==> src/rtl/matrix_mac_pkg.sv <==
// Shared FSM state type, default parameters and width helper for the
// sequential matrix multiply-accumulate block.
package matrix_mac_pkg;

  localparam int unsigned DEF_N          = 32'd4;
  localparam int unsigned DEF_DATA_WIDTH = 32'd8;
  localparam int unsigned DEF_ACC_WIDTH  = 32'd32;

  typedef enum logic [1:0] {
    IDLE    = 2'd0,
    COMPUTE = 2'd1,
    DONE    = 2'd2
  } state_e;

  // Width at which an N-term dot product of unsigned operands cannot overflow.
  function automatic int unsigned dot_width(input int unsigned n, input int unsigned dw);
    return 32'd2 * dw + $clog2(n);
  endfunction

endpackage

==> src/rtl/matrix_mac_seq_if.sv <==
// Command/operand/result bundle of matrix_mac_seq; the slave modport is the
// design side, the master modport the requester side.
interface matrix_mac_seq_if
  import matrix_mac_pkg::*;
#(
  parameter int unsigned N          = DEF_N,
  parameter int unsigned DATA_WIDTH = DEF_DATA_WIDTH,
  parameter int unsigned ACC_WIDTH  = DEF_ACC_WIDTH
);

  logic                                      start;
  logic                                      accumulate;
  logic                                      clear;
  logic [N-1:0][N-1:0][DATA_WIDTH-1:0]       matrix_a;
  logic [N-1:0][N-1:0][DATA_WIDTH-1:0]       matrix_b;
  logic [N-1:0][N-1:0][ACC_WIDTH-1:0]        result;
  logic                                      busy;
  logic                                      done;
  logic                                      overflow;

  modport master (
    output start, accumulate, clear, matrix_a, matrix_b,
    input  result, busy, done, overflow
  );

  modport slave (
    input  start, accumulate, clear, matrix_a, matrix_b,
    output result, busy, done, overflow
  );

endinterface

==> src/rtl/mac_dot_product.sv <==
// Combinational N-lane dot product of one row and one column, computed at
// full width so that no partial sum is ever truncated.
module mac_dot_product
  import matrix_mac_pkg::*;
#(
  parameter int unsigned N          = DEF_N,
  parameter int unsigned DATA_WIDTH = DEF_DATA_WIDTH,
  localparam int unsigned DOT_W     = dot_width(N, DATA_WIDTH)
) (
  input  logic [N-1:0][DATA_WIDTH-1:0] i_row,
  input  logic [N-1:0][DATA_WIDTH-1:0] i_col,
  output logic [DOT_W-1:0]             o_dot
);

  // Sum of the N lane products.
  always_comb begin
    o_dot = {DOT_W{1'b0}};
    for (int m = 0; m < N; m++) begin
      o_dot = o_dot + DOT_W'(i_row[m]) * DOT_W'(i_col[m]);
    end
  end

endmodule

==> src/rtl/matrix_mac_seq.sv <==
// Sequential N x N matrix multiply-accumulate, one result element per cycle.
// Define MATRIX_MAC_SAT_EN to clamp overflowing elements instead of wrapping.
module matrix_mac_seq
  import matrix_mac_pkg::*;
#(
  parameter int unsigned N          = DEF_N,
  parameter int unsigned DATA_WIDTH = DEF_DATA_WIDTH,
  parameter int unsigned ACC_WIDTH  = DEF_ACC_WIDTH
) (
  input  logic            i_clk,
  input  logic            i_reset,
  matrix_mac_seq_if.slave bus
);

  localparam int unsigned   DOT_W = dot_width(N, DATA_WIDTH);
  localparam int unsigned   IW    = $clog2(N);
  localparam int unsigned   SW    = ACC_WIDTH + 32'd1;
  localparam logic [IW-1:0] LAST  = IW'(N - 32'd1);

  state_e                                r_state;
  state_e                                w_next_state;
  logic [N-1:0][N-1:0][DATA_WIDTH-1:0]   r_a;
  logic [N-1:0][N-1:0][DATA_WIDTH-1:0]   r_b;
  logic                                  r_acc_mode;
  logic [IW-1:0]                         r_row;
  logic [IW-1:0]                         r_col;
  logic [N-1:0][N-1:0][ACC_WIDTH-1:0]    r_result;
  logic                                  r_overflow;
  logic                                  r_busy;
  logic                                  r_done;

  logic [N-1:0][DATA_WIDTH-1:0]          w_col;
  logic [DOT_W-1:0]                      w_dot;
  logic [SW-1:0]                         w_sum;
  logic                                  w_ovf;
  logic [ACC_WIDTH-1:0]                  w_new;
  logic                                  w_last;

  // Gather column r_col of the latched B operand.
  always_comb begin
    for (int m = 0; m < N; m++) begin
      w_col[m] = r_b[m][r_col];
    end
  end

  mac_dot_product #(
    .N          (N),
    .DATA_WIDTH (DATA_WIDTH)
  ) u_dot (
    .i_row (r_a[r_row]),
    .i_col (w_col),
    .o_dot (w_dot)
  );

  // New value for the current element; the extra sum bit exposes overflow.
  always_comb begin
    if (r_acc_mode) begin
      w_sum = {1'b0, r_result[r_row][r_col]} + SW'(w_dot);
    end else begin
      w_sum = SW'(w_dot);
    end
    w_ovf = w_sum[ACC_WIDTH];
`ifdef MATRIX_MAC_SAT_EN
    if (w_ovf) begin
      w_new = {ACC_WIDTH{1'b1}};
    end else begin
      w_new = w_sum[ACC_WIDTH-1:0];
    end
`else
    w_new = w_sum[ACC_WIDTH-1:0];
`endif
  end

  assign w_last = (r_row == LAST) && (r_col == LAST);

  // Next-state logic; clear in IDLE wins over a simultaneous start.
  always_comb begin
    w_next_state = r_state;
    case (r_state)
      IDLE: begin
        if (bus.clear) begin
          w_next_state = IDLE;
        end else if (bus.start) begin
          w_next_state = COMPUTE;
        end else begin
          w_next_state = IDLE;
        end
      end
      COMPUTE: begin
        if (w_last) begin
          w_next_state = DONE;
        end else begin
          w_next_state = COMPUTE;
        end
      end
      DONE:    w_next_state = IDLE;
      default: w_next_state = IDLE;
    endcase
  end

  // State, operand capture, element index and accumulator array.
  always_ff @(posedge i_clk) begin
    if (i_reset) begin
      r_state    <= IDLE;
      r_a        <= '0;
      r_b        <= '0;
      r_acc_mode <= 1'b0;
      r_row      <= {IW{1'b0}};
      r_col      <= {IW{1'b0}};
      r_result   <= '0;
      r_overflow <= 1'b0;
      r_busy     <= 1'b0;
      r_done     <= 1'b0;
    end else begin
      r_state <= w_next_state;
      r_busy  <= (w_next_state == COMPUTE) || (w_next_state == DONE);
      r_done  <= (w_next_state == DONE);
      case (r_state)
        IDLE: begin
          if (bus.clear) begin
            r_result   <= '0;
            r_overflow <= 1'b0;
          end else if (bus.start) begin
            r_a        <= bus.matrix_a;
            r_b        <= bus.matrix_b;
            r_acc_mode <= bus.accumulate;
            r_row      <= {IW{1'b0}};
            r_col      <= {IW{1'b0}};
          end
        end
        COMPUTE: begin
          r_result[r_row][r_col] <= w_new;
          if (w_ovf) begin
            r_overflow <= 1'b1;
          end
          if (r_col == LAST) begin
            r_col <= {IW{1'b0}};
            r_row <= r_row + 1'b1;
          end else begin
            r_col <= r_col + 1'b1;
          end
        end
        DONE: begin
          r_row <= {IW{1'b0}};
          r_col <= {IW{1'b0}};
        end
        default: begin
          r_row <= {IW{1'b0}};
          r_col <= {IW{1'b0}};
        end
      endcase
    end
  end

  assign bus.result   = r_result;
  assign bus.busy     = r_busy;
  assign bus.done     = r_done;
  assign bus.overflow = r_overflow;

endmodule

==> src/flat_wrapper.sv <==
// flat-port wrapper written by rule: the top's interface ports become plain ports
module matrix_mac_seq_flat import matrix_mac_pkg::*;
#(
  parameter int unsigned N          = DEF_N,
  parameter int unsigned DATA_WIDTH = DEF_DATA_WIDTH,
  parameter int unsigned ACC_WIDTH  = DEF_ACC_WIDTH
)
  (i_clk, i_reset, bus_start, bus_accumulate, bus_clear, bus_matrix_a, bus_matrix_b, bus_result, bus_busy, bus_done, bus_overflow);
  matrix_mac_seq_if #(.N(N), .DATA_WIDTH(DATA_WIDTH), .ACC_WIDTH(ACC_WIDTH)) bus_i ();
  input  logic i_clk;
  input  logic i_reset;
  input wire logic [$bits(bus_i.start)-1:0] bus_start;
  input wire logic [$bits(bus_i.accumulate)-1:0] bus_accumulate;
  input wire logic [$bits(bus_i.clear)-1:0] bus_clear;
  input wire logic [$bits(bus_i.matrix_a)-1:0] bus_matrix_a;
  input wire logic [$bits(bus_i.matrix_b)-1:0] bus_matrix_b;
  output wire logic [$bits(bus_i.result)-1:0] bus_result;
  output wire logic [$bits(bus_i.busy)-1:0] bus_busy;
  output wire logic [$bits(bus_i.done)-1:0] bus_done;
  output wire logic [$bits(bus_i.overflow)-1:0] bus_overflow;
  assign bus_i.start = bus_start;
  assign bus_i.accumulate = bus_accumulate;
  assign bus_i.clear = bus_clear;
  assign bus_i.matrix_a = bus_matrix_a;
  assign bus_i.matrix_b = bus_matrix_b;
  assign bus_result = bus_i.result;
  assign bus_busy = bus_i.busy;
  assign bus_done = bus_i.done;
  assign bus_overflow = bus_i.overflow;
  matrix_mac_seq #(.N(N), .DATA_WIDTH(DATA_WIDTH), .ACC_WIDTH(ACC_WIDTH)) u_core (.i_clk(i_clk), .i_reset(i_reset), .bus(bus_i));
endmodule
==> config.mk <==
export PLATFORM = sky130hd
export DESIGN_NAME = matrix_mac_seq_flat
export DESIGN_NICKNAME = d
export VERILOG_FILES = /design/src/rtl/matrix_mac_pkg.sv /design/src/rtl/matrix_mac_seq_if.sv /design/src/rtl/mac_dot_product.sv /design/src/rtl/matrix_mac_seq.sv /design/src/flat_wrapper.sv
export SDC_FILE = /design/constraint.sdc
export NUM_CORES = 2
export LEC_CHECK = 0
export ABC_AREA = 1
export BUFFER_PORTS_ARGS = -buffer_cell sky130_fd_sc_hd__buf_2
export CAP_MARGIN = 15
export CORE_MARGIN = 10
export CORE_UTILIZATION = 55
export DETAILED_ROUTE_END_ITERATION = 16
export MAX_ROUTING_LAYER = met4
export PLACE_DENSITY = 0.77
export SKIP_CTS_REPAIR_TIMING = 1
export SYNTH_ARGS = -nofsm -noshare
export SYNTH_HDL_FRONTEND = slang
export SYNTH_HIERARCHICAL = 1
export SYNTH_SLANG_ARGS = --single-unit
==> constraint.sdc <==
create_clock -name i_clk -period 21.9 [get_ports i_clk]
set_input_delay 1.095 -clock i_clk [delete_from_list [all_inputs] [get_ports i_clk]]
set_output_delay 1.095 -clock i_clk [all_outputs]
set_load 0.05 [all_outputs]
==> impl_metrics.py <==
metrics = {
    "status": {
        "status": "completed",
    },
    "routing": {
        "drt_iter0_markers": 7271,
        "routedWlPerCell_um": 25.2,
        "drc": 0,
        "postRouteAntennaNets": 0,
        "via_per_inst": 6.02,
        "via_count": 48800,
        "dr.pass1.iters": 9,
        "finalWirelength_um": 205000,
    },
    "final_layout": {
        "nNetsFinal": 7597,
        "layout_common_cells": "1028 x nand2_1, 923 x nor2_1, 854 x inv_1, 774 x buf_2, 773 x dfxtp_1",
        "fillers": 7417,
        "drive_gt1_share_pct": 16.2,
        "syn2layout_area_growth_pct": 14.6,
        "finalInstanceArea_um2": 52600,
        "layout_commonest_cell": "nand2_1",
    },
    "worst_setup_path": {
        "cp-end-kind": "flop",
        "critPathMaxFanout": 47,
        "cpPeakStageDelay_ps": 830,
        "crit_path_top_delay_cell": "o22ai_1",
        "critPathRequiredTime_ps": 22470,
        "arrival_ps": 12080,
        "cp_common_cell": "nand2_1",
        "critPathKind": "reg -> reg",
        "cp-start-kind": "flop",
    },
    "global_routing": {
        "gr-total-overflow": 0,
        "grt_pass1_vias": 46500,
        "grt_max_degree": 182,
        "grt_util_all_layers_pct": 42.3,
        "antenna_found_initial": 16,
        "grt_pass1_wl_um": 297000,
    },
    "logic_synthesis": {
        "synth_seq_cells": 778,
        "syn-cell-area_um2": 45900,
        "synth_warnings": 6,
        "synthCells": 6536,
        "synth_area_leaders": "dfxtp_1 34%, fa_1 9.8%, nand2_1 8.4%, nor2_1 7.7%, inv_1 7.0%",
        "synth_area_per_cell_um2": 7.03,
        "synth_nets": 7178,
        "netlist-cell-type-count": 46,
        "ys_seq_area_share_pct": 33.9,
        "netlist.top_cell.by_area": "dfxtp_1",
        "synth_top_area_share_pct": 33.9,
    },
    "clock_tree": {
        "clkLatencyLatePin_ps": 680,
        "cts_tree": "yes",
        "cts_buffers": 83,
        "ctsLongestPathBuffers": 3,
        "htree_levels": 3,
        "clockRootBuffer": "clkbuf_16",
        "cts.sinks": 778,
        "path_clk_slew_ps": 60,
    },
    "power_and_ir_drop": {
        "p_per_area_nw_per_um2": 138,
        "vdd_drop_max_mv": 0.278,
        "leakage_nw": 24.5,
    },
    "place": {
        "globalplace.congestion": 1.01,
        "portBuffers": 775,
        "dp_hpwl_um": 144000,
        "dpl_cell_area_um2": 49800,
    },
    "floorplanning": {
        "die_area_um2": 95500,
        "rows": 105,
        "start_util_pct": 55.8,
        "top_level_ports": 776,
        "die_h_um": 309,
        "die_w_um": 309,
        "core_area_um2": 82400,
    },
    "timing": {
        "min_period_over_period_pct": 52.5,
        "slew_viol_final": 0,
        "worst_pin_slew_ps": 1350,
        "rsz0062_at_grt": "no",
        "fin_setup_tns_ps": 0,
        "setup_viol": 0,
        "relSlewSlack_pct": 9.74,
        "hold_viol": 0,
        "finalClockSkew_ps": 71.6,
        "layout_min_cycle_time_ps": 11510,
        "fmax_mhz": 86.9,
    },
    "min_path": {
        "worstHoldPathType": "reg -> reg",
    },
    "job": {
        "drv_cap": 0,
    },
}
critical path, delay by kind of cell, from the launching register on:
family,cells,cell delay (ps)
buffers and inverters,8,1970
AO/OA/AOI/OAI,5,2400
AND/OR/NAND/NOR,13,1600
flip-flops,1,470
adder cells (fa/ha/maj),10,4890
metrics by stage:
step / total power, mW / hold slack [ps] / worst slack [ps] / std cells / utilization [%]
4_1_cts: 7.10 / 473 / 10740 / 8087 / 63.8
5_1_grt: 7.59 / 495 / 9970 / 8103 / 63.9
3_3_place_gp: 5.64 / 456 / 10620 / 7937 / 60.4
2_1_floorplan: 4.32 / 449 / 12300 / 6536 / -
3_5_place_dp: 5.66 / 464 / 10740 / 7938 / 60.4
6_report: 7.26 / 473 / 10390 / 8105 / 63.9
logic make-up after synthesis:
| group | share of synthesized area, % |
|---|---|
| flip-flops | 33.9 |
| XOR/XNOR | 0.362 |
| AO/OA/AOI/OAI | 16.1 |
| AND/OR/NAND/NOR | 23.7 |
| adder cells (fa/ha/maj) | 14.1 |
| buffers and inverters | 11.9 |
registers in the layout, summed over array words and instances, names as in the netlist:
register / count
u_core/bus.busy: 1
u_core/bus.done: 1
u_core/bus.overflow: 1
u_core/bus.result: 512
u_core/r_a: 128
u_core/r_acc_mode: 1
u_core/r_b: 128
u_core/r_col: 2
u_core/r_row: 2
u_core/r_state: 2
cell usage after synthesis (all sizes together):
library cell and count:
nand2 1042, nor2 946, inv 863, dfxtp 778, o21ai 628, a21oi 493
clkbuf 402, nand3 324, fa 225, o22ai 194, nand4 169, ha 156
buf 125, or2 74, o211ai 38, o221ai 22, and2 15, xnor2 10
xor2 9, nor3 4, nor4 4, a21o 3, a31oi 3, a211oi 2
clkinv 2, nand3b 2, nand2b 1, o21bai 1, o311ai 1
layout make-up:
class	count	area [um2]	share of cell area [%]
multi-input cells	4366	25000	47.5
flip-flops and latches	778	15600	29.6
repair buffers	861	4590	8.72
inverters	865	3270	6.22
clock buffers	124	2470	4.70
well taps	1070	1340	2.54
clock inverters	25	294	0.559
diodes	16	40.0	0.0761
path summary, 6_finish.rpt:
path,slack [ps],startpoint,cells past startpoint,endpoint
worst max register to register,10390,u_core/r_col[1],36,u_core/bus.result[22]
worst max-delay path,10390,u_core/r_col[1],36,u_core/bus.result[22]
worst min register to register,470,u_core/bus.result[474],2,u_core/bus.result[474]
worst min-delay path,470,u_core/bus.result[474],2,u_core/bus.result[474]
power breakdown:
group	switching (mW)	internal [mW]	leakage [nW]	total, mW
combinational	3.12	1.20	16.8	4.32
sequential	0.0377	1.46	6.32	1.50
clock	0.619	0.822	1.35	1.44
routing by layer:
| layer | vias to the layer above | routed length, um | track usage, % |
|---|---|---|---|
| li1 | 21800 | - | - |
| met1 | 22500 | 69300 | 46.2 |
| met2 | 3596 | 88000 | 62.9 |
| met3 | 939 | 27900 | 14.0 |
| met4 | 0 | 19300 | 33.3 |
| met5 | - | 0 | - |
No activity file was read; power rests on OpenSTA's default activity.
